[src/rtl/core_run_ctrl.sv]
// core_run_ctrl: launches the core at a given PC, runs it until halt or watchdog, counts retired instructions, arbitrates data memory
//
// Ports:
//   CLK, rst_n                       clock, asynchronous active-low reset
//   start, start_addr                launch request and program entry PC
//   pc_load, pc_load_addr            one-cycle PC load pulse and captured entry PC
//   core_en                          core may execute/retire this cycle
//   instr_retire, core_halt          retire and halt-retire strobes from the core
//   halt, timeout, instr_count       run result: finished, finished by watchdog, dynamic count (saturating)
//   core_mem_we/addr/wdata           core data-memory request
//   host_req/we/addr/wdata, host_gnt host data-memory request and grant
//   mem_we, mem_addr, mem_wdata      arbitrated data-memory port
//
// Build option: define CORE_RUN_WATCHDOG_EN to add the RUN-cycle watchdog and forced stop.
module core_run_ctrl #(
    parameter int ADDR_W         = 8,
    parameter int DATA_W         = 8,
    parameter int CNT_W          = 16,
    parameter int TIMEOUT_CYCLES = 20000
) (
    input  logic              CLK,
    input  logic              rst_n,
    input  logic              start,
    input  logic [ADDR_W-1:0] start_addr,
    output logic              pc_load,
    output logic [ADDR_W-1:0] pc_load_addr,
    output logic              core_en,
    input  logic              instr_retire,
    input  logic              core_halt,
    output logic              halt,
    output logic              timeout,
    output logic [CNT_W-1:0]  instr_count,
    input  logic              core_mem_we,
    input  logic [ADDR_W-1:0] core_mem_addr,
    input  logic [DATA_W-1:0] core_mem_wdata,
    input  logic              host_req,
    input  logic              host_we,
    input  logic [ADDR_W-1:0] host_addr,
    input  logic [DATA_W-1:0] host_wdata,
    output logic              host_gnt,
    output logic              mem_we,
    output logic [ADDR_W-1:0] mem_addr,
    output logic [DATA_W-1:0] mem_wdata
);
    typedef enum logic [1:0] {IDLE, LOAD, RUN, DONE} state_t;
    state_t state;
    logic   wd_fire;
`ifdef CORE_RUN_WATCHDOG_EN
    logic [CNT_W-1:0] wd;
    // halt retiring in the expiry cycle takes priority over the watchdog
    assign wd_fire = (state == RUN) && !core_halt && (wd == CNT_W'(TIMEOUT_CYCLES - 1));
    // counts RUN cycles only; every run enters through LOAD, where it restarts from 0
    always_ff @(posedge CLK or negedge rst_n) begin
        if (!rst_n) wd <= '0;
        else        wd <= (state == RUN) ? wd + 1'b1 : '0;
    end
`else
    assign wd_fire = 1'b0;
`endif
    always_ff @(posedge CLK or negedge rst_n) begin
        if (!rst_n) begin
            state        <= IDLE;
            pc_load      <= 1'b0;
            pc_load_addr <= '0;
            core_en      <= 1'b0;
            halt         <= 1'b0;
            timeout      <= 1'b0;
            instr_count  <= '0;
        end else begin
            pc_load <= 1'b0;
            case (state)
                IDLE, DONE: if (start) begin
                    state        <= LOAD;
                    pc_load      <= 1'b1;
                    pc_load_addr <= start_addr;
                    halt         <= 1'b0;
                    timeout      <= 1'b0;
                    instr_count  <= '0;
                end
                LOAD: begin
                    state   <= RUN;
                    core_en <= 1'b1;
                end
                RUN: begin
                    if (instr_retire && !(&instr_count)) instr_count <= instr_count + 1'b1;
                    if (core_halt || wd_fire) begin
                        state   <= DONE;
                        core_en <= 1'b0;
                        halt    <= 1'b1;
                        timeout <= wd_fire;
                    end
                end
                default: state <= IDLE;
            endcase
        end
    end
    // zero-latency arbitration: host only while the core is idle
    assign host_gnt  = host_req && (state == IDLE || state == DONE);
    assign mem_we    = host_gnt ? host_we : (state == RUN) && core_mem_we;
    assign mem_addr  = host_gnt ? host_addr : core_mem_addr;
    assign mem_wdata = host_gnt ? host_wdata : core_mem_wdata;
endmodule

[config.mk]
export PLATFORM = sky130hd
export DESIGN_NAME = core_run_ctrl
export DESIGN_NICKNAME = d
export VERILOG_FILES = /design/src/rtl/core_run_ctrl.sv
export SDC_FILE = /design/constraint.sdc
export NUM_CORES = 1
export LEC_CHECK = 0
export ABC_AREA = 1
export BUFFER_PORTS_ARGS = -buffer_cell sky130_fd_sc_hd__buf_4
export CORE_ASPECT_RATIO = 1.5
export CORE_UTILIZATION = 49
export CTS_CLUSTER_DIAMETER = 60
export DETAILED_ROUTE_END_ITERATION = 12
export GPL_ROUTABILITY_DRIVEN = 0
export PLACE_DENSITY = 0.86
export SLEW_MARGIN = 20
export SYNTH_ARGS = -nofsm -noshare
export SYNTH_HDL_FRONTEND = slang
export SYNTH_SLANG_ARGS = --single-unit
export TNS_END_PERCENT = 20
[constraint.sdc]
create_clock -name CLK -period 4.6 [get_ports CLK]
set_clock_uncertainty 0.1 [all_clocks]
set_input_delay 0.69 -clock CLK [delete_from_list [all_inputs] [get_ports CLK]]
set_output_delay 0.69 -clock CLK [all_outputs]
set_load 0.02 [all_outputs]
* Yosys cells after proc, flatten, opt, wreduce, memory -nomap -nowiden
Cells that the tools add are included.
** Operators by class
- Muxes and demuxes :: 17
- Eq/ne operators :: 6
- Add/sub/neg operators :: 1
- Reduce and logical (&&, ||, !) cells :: 15
** Operators with widths (count)
- 2-to-1 mux 16 bit :: 2
- one-hot mux 16 bit (2 select lines) :: 1
- adder 16 x 1 -> 16 bit, second input constant :: 1
- 2-to-1 mux 8 bit :: 2
- AND reduction 16 bit :: 1
- 2-to-1 mux 1 bit :: 6
- inequality test 2 bit, second input constant :: 3
- one-hot mux 1 bit (2 select lines) :: 3
- one-hot mux 2 bit (3 select lines) :: 1
- AND reduction 2 bit :: 3
- AND reduction 3 bit :: 2
- equality test 2 bit, second input constant :: 2
- 2-to-1 mux 2 bit :: 2
- nonzero test 2 bit :: 2
- logical AND 1 bit :: 3
- equality test 2 x 1 -> 1 bit, second input constant :: 1
- logical NOT 2 bit :: 1
- OR reduction 2 bit :: 1
- logical NOT 1 bit :: 1
- logical OR 1 bit :: 1
** Storage, ports and cells
- Flip-flop bits (word level) :: 30
- Word-level logic and storage cells :: 46
- Output and inout port bits :: 46
- Bits of input ports :: 48

* Logic depth before layout (Yosys ltp)
Gate-level depths: netlist (run 1).
- Depth after elaboration :: 5
- Depth in mapped cells :: 10
- Depth with buffers taken out :: 10

* Least setup slack after synthesis (run 1)
No wires, ideal clock.
- Path type :: register to output
- From :: register state[0]
- To :: output port mem_addr[5]
- Path buffers :: 1
- Slack :: 2231 ps
- Cell stages (with the launch flop) :: 8
- Arrival time :: 1579 ps
- Data required time :: 3810 ps
- Cells stage by stage :: dfrtp_1 inv_1 ha_1 nand2_1 clkinv_1 buf_2 nand2_1 nand2_1
** On the way
- Longest elaborated chain between the ends :: 4
- Elaborated cells between the ends (all ways) :: 5
- Classes of those cells :: eq/ne: 1; mux: 1; reduce/logical: 3
** Ends and longest elaborated chain
- start: declaration :: RTL line 46 : state_t state;
- start signal: assignment :: RTL line 62 : state <= IDLE;
- start signal: assignment :: RTL line 73 : state <= LOAD;
- start signal: assignment :: RTL line 81 : state <= RUN;
- equality test 2 bit or logical NOT 2 bit (tied branches) :: RTL line 98 : assign host_gnt = host_req && (state == IDLE || state == DONE);
- logical OR 1 bit (*) :: RTL line 98
- logical AND 1 bit (*) :: RTL line 98
- via host_gnt :: RTL line 40 : output logic host_gnt,
- 2-to-1 mux 8 bit (*) :: RTL line 100 : assign mem_addr = host_gnt ? host_addr : core_mem_addr;
- end: declaration :: RTL line 42 : output logic [ADDR_W-1:0] mem_addr,
Mark *: on every way through the listed nets, which the timed path passes. The rest lies on a longest branch.

* Worst setup path in the final report (run 1)
- From :: register state[0]
- To :: output port mem_wdata[5]
** On the way
- Longest elaborated chain between the ends :: 4
- Elaborated cells between the ends (all ways) :: 5
- Classes of those cells :: eq/ne: 1; mux: 1; reduce/logical: 3
** Ends and longest elaborated chain
- equality test 2 bit or logical NOT 2 bit (tied branches) :: RTL line 98
- logical OR 1 bit (*) :: RTL line 98
- logical AND 1 bit (*) :: RTL line 98
- 2-to-1 mux 8 bit (*) :: RTL line 101 : assign mem_wdata = host_gnt ? host_wdata : core_mem_wdata;
- end: declaration :: RTL line 43 : output logic [DATA_W-1:0] mem_wdata
Every way passes the cells marked *; elsewhere a longest branch is shown, timed or not.

==> metrics.json, run 1 <==
{
  "sta": {
    "final_hold_viol_count": 0,
    "fin_hold_ws_ns": 0.2142,
    "min_period_over_period": 0.7056,
    "tightestPinTransition_ns": 0.8743,
    "timing_max_transition_violations_final": 0,
    "setup_total_negative_slack_ns": 0,
    "fmax_mhz": 308.1,
    "finalSetupViolCount": 0,
    "grt_setup_unrepaired": "false",
    "timing.max_slew.rel_slack": 0.4132,
    "final_period_minus_worst_setup_slack_ns": 3.246,
    "fin_ws_ns": 1.354
  },
  "critical_path": {
    "crit_end": "mem_wdata[5]",
    "worst-endpoint-arrival_ns": 2.46,
    "critical-path-top-delay-family": "buffers and inverters",
    "critical-path-max-stage-delay_ns": 0.55,
    "cp_slowest_cell": "clkinv_1",
    "timing.critical_path.from": "state[0]$_DFFE_PN0P_",
    "worst-r2r-cell-count": 8,
    "reg2reg_to": "instr_count[10]$_DFFE_PN0P_",
    "crit_chain": "inv_1 > ha_1 > nand2_1 > clkinv_1 > nand2_1 > nand2_1 > buf_4",
    "r2r_start": "state[0]$_DFFE_PN0P_",
    "path_buf_inv": 3,
    "cp-start-kind": "register",
    "cp-end-kind": "output pin",
    "path_common_cell": "nand2_1",
    "critPathRequiredTime_ns": 3.81,
    "timing.critical_path.fanout_max": 18,
    "path_depth": 7,
    "timing.setup.critical_path_class": "reg2out",
    "timing.reg2reg.setup_slack_ns": 1.84
  },
  "cells_and_area": {
    "insertedDiodeCount": 0,
    "drive_above_1_share": 0.2995,
    "fill_cells": 272,
    "final_cell_count_no_fill": 406,
    "syn_to_final_growth_pct": 44.17,
    "register_area_um2": 725.7,
    "final_nets": 414,
    "multiInputGateArea_um2": 1010
  },
  "routing": {
    "detailroute.via_count": 2082,
    "routed_wire_per_std_cell_um": 12.56,
    "drt-pass1-iter-count": 4,
    "wl_met3_um": 357,
    "routed_wl_mm": 5.100,
    "initialDrtViolationCount": 75,
    "final_antenna_net_count": 0,
    "met2_length_mm": 2.674,
    "wl_met1_mm": 1.877,
    "route.top_layer_used": "met4",
    "detail_route.drc_violations": 0,
    "vias_per_cell": 5.128
  },
  "logic_synthesis": {
    "yosysTopAreaCellShare": 0.3935,
    "ys_seq_elements": 29,
    "post_synth_main_area_contributors": "dfrtp_1 (39%), nand2_1 (29%), nor2_1 (5.1%)",
    "muxShareOfSynthArea": 0,
    "synth_area_per_cell_um2": 6.805,
    "synth_xor_xnor_area_share": 0.04749,
    "compound_gate_fraction_of_synth_area": 0.03867,
    "synth_top_family_by_area": "simple AND/OR/NAND/NOR gates",
    "library_cell_occupying_the_most_area_in_the_post_synthesis_netlist": "dfrtp_1",
    "mappedNetlistNets": 322,
    "syn_area_um2": 1844,
    "ys_seq_area_frac": 0.3935,
    "netlist_instances": 271,
    "synth-warning-count": 0,
    "post_synthesis_simple_gate_area_fraction": 0.4389,
    "synth_adder_area_share": 0.02035,
    "ys_top_cells_by_count": "nand2_1 (143), dfrtp_1 (29), nor2_1 (25)",
    "post-synth-top-count-cell": "nand2_1",
    "synthArstFlopShare": 1.000,
    "synth_enable_flop_cells": 0,
    "synthFlopType": "dfrtp_1",
    "synthDistinctLibCells": 24
  },
  "place": {
    "pre_cts_slack_ns": 1.637,
    "dp.final_hpwl_mm": 3.920,
    "post-place-cells": 398,
    "portBuffers": 92
  },
  "clock_tree": {
    "post_cts_hold_buffer_count": 0,
    "cts_tree": "yes",
    "cts-buffers-inserted": 5,
    "tritoncts_num_sinks": 29,
    "htree_levels": 2,
    "clk_pin_slew_worst_paths_ns": 0.07,
    "cts.path.max_buffers": 2,
    "clock_latency_ns": 0.29,
    "cts_setup_buffers": 0,
    "postCtsResizedCells": 0,
    "clk_root_buffer_cell": "clkbuf_8"
  },
  "grt": {
    "grt_pass1_wl_mm": 8.314,
    "gr-total-overflow": 0,
    "grt_max_degree": 30,
    "vias_in_the_first_global_route": 1967,
    "grt_usage": 0.2772,
    "initial_antenna_violation_count": 0
  },
  "run": {
    "drv_cap": 0
  },
  "status": {
    "status": "finished, final reports clean"
  },
  "die": {
    "floorplan.io_pins": 94,
    "die_h_um": 77.14,
    "placement_rows": 26,
    "core_area_um2": 3513,
    "start_util": 0.5249,
    "die-width_um": 52.09,
    "die_area_um2": 4018
  },
  "power_and_ir_drop": {
    "power.density_cell_area_nw_per_um2": 536.3,
    "p_leak_nw": 1.496,
    "peakVddDrop_mv": 0.4911,
    "total_power_mw": 1.426
  },
  "min_path": {
    "holdCritPathClass": "in2async"
  }
}
==> per-stage QoR <==
step	cell area, um^2	utilization
floorplan	1844	-
global placement	2539	0.7226
detailed placement	2539	0.7226
CTS	2659	0.7568
global route	2659	0.7568
finish	2659	0.7568
==> per-layer routing <==
| metal | vias to the layer above | global-route usage |
|---|---|---|
| met2 | 105 | 0.5026 |
| met5 | - | 0 |
| li1 | 1017 | - |
| met3 | 17 | 0.05556 |
| met4 | 0 | 0.1432 |
| met1 | 943 | 0.2820 |
==> cell families after synthesis <==
group,count (synthesis)
compound gates,10
xor+xnor,10
fa+ha+maj,3
buf+inv,23
flops,29
other cells,1
simple gates,195
==> layout by cell type (no fill, tap or decap), types with 3 or more instances in the layout <==
master,instances
dfrtp_1,29
ha_1,3
clkbuf_8,6
nor2_1,25
xor2_1,9
nand3_1,12
nand2_1,143
buf_4,92
nand2_4,3
nand4_1,8
o21ai_0,4
inv_1,14
==> flip-flops by register name, summed over array words and instances (netlist names) <==
register and count:
state 2, pc_load_addr 8, core_en 1, pc_load 1
halt 1, instr_count 16
==> how the worst min path moves through the flow <==
stage,end,start,slack (ns),cells past startpoint
2_1_floorplan,core_en$_DFFE_PN0P_,rst_n,0.29,0
5_1_grt,instr_count[3]$_DFFE_PN0P_,rst_n,0.24,1
3_5_place_dp,pc_load_addr[3]$_DFFE_PN0P_,pc_load_addr[3]$_DFFE_PN0P_,0.37,2
4_1_cts,instr_count[2]$_DFFE_PN0P_,rst_n,0.23,1
3_3_place_gp,pc_load_addr[7]$_DFFE_PN0P_,pc_load_addr[7]$_DFFE_PN0P_,0.36,2
6_report,instr_count[2]$_DFFE_PN0P_,rst_n,0.21,1
==> layout make-up <==
class                      instances  area share
tap                               42     0.01976
multi-input combinational        219      0.3798
sequential                        29      0.2729
clock inverter                     2     0.01412
inverter                          16     0.02259
timing repair buffer              92      0.2598
clock buffer                       6     0.03106
==> power breakdown <==
group / internal, mW / switching, mW / leakage [nW]
registers: 0.318 / 0.0383 / 0.383
logic: 0.278 / 0.512 / 1.06
clock network: 0.176 / 0.104 / 0.0574
total: 0.772 / 0.654 / 1.50
No activity file was read; power rests on OpenSTA's default activity.
==> inputs of run 2 (changes only) <==
- CORE_UTILIZATION: 49 -> 46
- PLACE_DENSITY: 0.86 -> 0.82
- clock period: 4.6 -> 3.4 ns (I/O delays scaled with it)
==> metrics.json, run 2 (synthesis results as in run 1) <==
{
  "status": {
    "status": "finished, final reports clean"
  },
  "sta": {
    "final_period_minus_worst_setup_slack_ns": 2.751,
    "fmax_mhz": 363.5,
    "tightestPinTransition_ns": 0.8636,
    "finalSetupViolCount": 0,
    "timing.max_slew.rel_slack": 0.4204,
    "final_hold_viol_count": 0,
    "setup_total_negative_slack_ns": 0,
    "min_period_over_period": 0.8091,
    "timing_max_transition_violations_final": 0,
    "fin_hold_ws_ns": 0.02608,
    "grt_setup_unrepaired": "false"
  },
  "routing": {
    "routed_wl_mm": 5.011,
    "final_antenna_net_count": 0,
    "initialDrtViolationCount": 55,
    "detail_route.drc_violations": 0,
    "vias_per_cell": 5.066,
    "drt-pass1-iter-count": 4,
    "detailroute.via_count": 2067,
    "routed_wire_per_std_cell_um": 12.28
  },
  "critical_path": {
    "cp-start-kind": "register",
    "worst-endpoint-arrival_ns": 2.14,
    "timing.critical_path.fanout_max": 18,
    "crit_chain": "inv_1 > ha_1 > nand2_1 > buf_4 > clkinv_1 > nand2_1 > nand2_1 > buf_4",
    "timing.setup.critical_path_class": "reg2out",
    "path_buf_inv": 4,
    "cp_slowest_cell": "clkinv_1",
    "path_common_cell": "nand2_1",
    "critical-path-top-delay-family": "buffers and inverters",
    "cp-end-kind": "output pin",
    "critPathRequiredTime_ns": 2.79,
    "critical-path-max-stage-delay_ns": 0.41
  },
  "clock_tree": {
    "clk_root_buffer_cell": "clkbuf_8",
    "cts-buffers-inserted": 5,
    "clock_latency_ns": 0.28,
    "tritoncts_num_sinks": 29,
    "post_cts_hold_buffer_count": 0,
    "postCtsResizedCells": 0,
    "htree_levels": 2,
    "cts_tree": "yes",
    "clk_pin_slew_worst_paths_ns": 0.07,
    "cts_setup_buffers": 0,
    "cts.path.max_buffers": 2
  },
  "power_and_ir_drop": {
    "power.density_cell_area_nw_per_um2": 718.6,
    "peakVddDrop_mv": 0.5699,
    "p_leak_nw": 1.501
  },
  "cells_and_area": {
    "registers.top_by_ff_count": "instr_count",
    "mostFrequentLayoutCells": "nand2_1 (143), buf_4 (93), dfrtp_1 (29)",
    "drive_above_1_share": 0.3014,
    "final_nets": 415,
    "largest_reg_flops": 16,
    "insertedDiodeCount": 0,
    "reg.largest.list": "instr_count: 16 flops, pc_load_addr: 8 flops, state: 2 flops",
    "layout.cells.most_common": "nand2_1",
    "final_cell_count_no_fill": 408,
    "syn_to_final_growth_pct": 44.64
  },
  "die": {
    "placement_rows": 27,
    "floorplan.io_pins": 94,
    "die_h_um": 79.55,
    "core_area_um2": 3750,
    "start_util": 0.4918,
    "die_area_um2": 4272,
    "die-width_um": 53.70
  },
  "grt": {
    "gr-total-overflow": 0,
    "grt_usage": 0.2621,
    "initial_antenna_violation_count": 0,
    "grt_pass1_wl_mm": 8.142,
    "grt_max_degree": 30,
    "vias_in_the_first_global_route": 1939
  },
  "place": {
    "dp.final_hpwl_mm": 3.960,
    "portBuffers": 92,
    "post-place-cells": 400
  },
  "min_path": {
    "holdCritPathClass": "in2async"
  },
  "run": {
    "drv_cap": 0
  }
}
## run 2: cell count changes in the layout (fill, tap and decap cells not counted), sizes merged
cell	previous run	this run
buf	92	93
## run 2: area by class of cell
class,instances,area (um^2)
clock buffer,6,82.58
sequential,29,725.7
clock inverter,2,37.54
inverter,16,60.06
timing repair buffer,93,698.2
tap,43,53.80
multi-input combinational,219,1010
fill,307,1082
## run 2: per-stage QoR
step                      area [um^2]  setup slack (ns)  power, mW    util
final                            2668            0.6489      1.917  0.7114
after global placement           2547            0.7823      1.538  0.6793
after global routing             2668            0.4048      2.051  0.7114
after floorplan                  1844             1.211      1.175       -
after CTS                        2668            0.6271      1.938  0.7114
after detailed placement         2547            0.7564      1.552  0.6793
## run 2: path summary, 6_finish.rpt
| kind | from | end | slack [ns] | depth (start not counted) |
|---|---|---|---|---|
| worst max register to register | state[0]$_DFFE_PN0P_ | instr_count[9]$_DFFE_PN0P_ | 0.74 | 8 |
| max in group asynchronous | rst_n | instr_count[9]$_DFFE_PN0P_ | 2.89 | 1 |
| worst min register to register | pc_load_addr[3]$_DFFE_PN0P_ | pc_load_addr[3]$_DFFE_PN0P_ | 0.38 | 2 |
| worst max-delay path | state[0]$_DFFE_PN0P_ | mem_addr[0] | 0.65 | 8 |
| min in group CLK | start_addr[7] | pc_load_addr[7]$_DFFE_PN0P_ | 0.31 | 3 |
| worst min-delay path | rst_n | instr_count[3]$_DFFE_PN0P_ | 0.03 | 1 |
## run 2: layer usage
metal | GRT usage | vias to the layer above | share of wire
met2 | 0.4889 | 118 | 0.54
met1 | 0.2485 | 910 | 0.35
li1 | - | 1027 | -
met5 | 0 | - | 0
met4 | 0.1316 | 0 | 0.027
met3 | 0.06095 | 12 | 0.083
## run 2: report_power, final
group          leakage [nW]  internal [mW]  switching [mW]
Sequential            0.383          0.430          0.0523
Combinational          1.06          0.384           0.675
Clock                0.0574          0.238           0.138
Total                  1.50           1.05           0.865
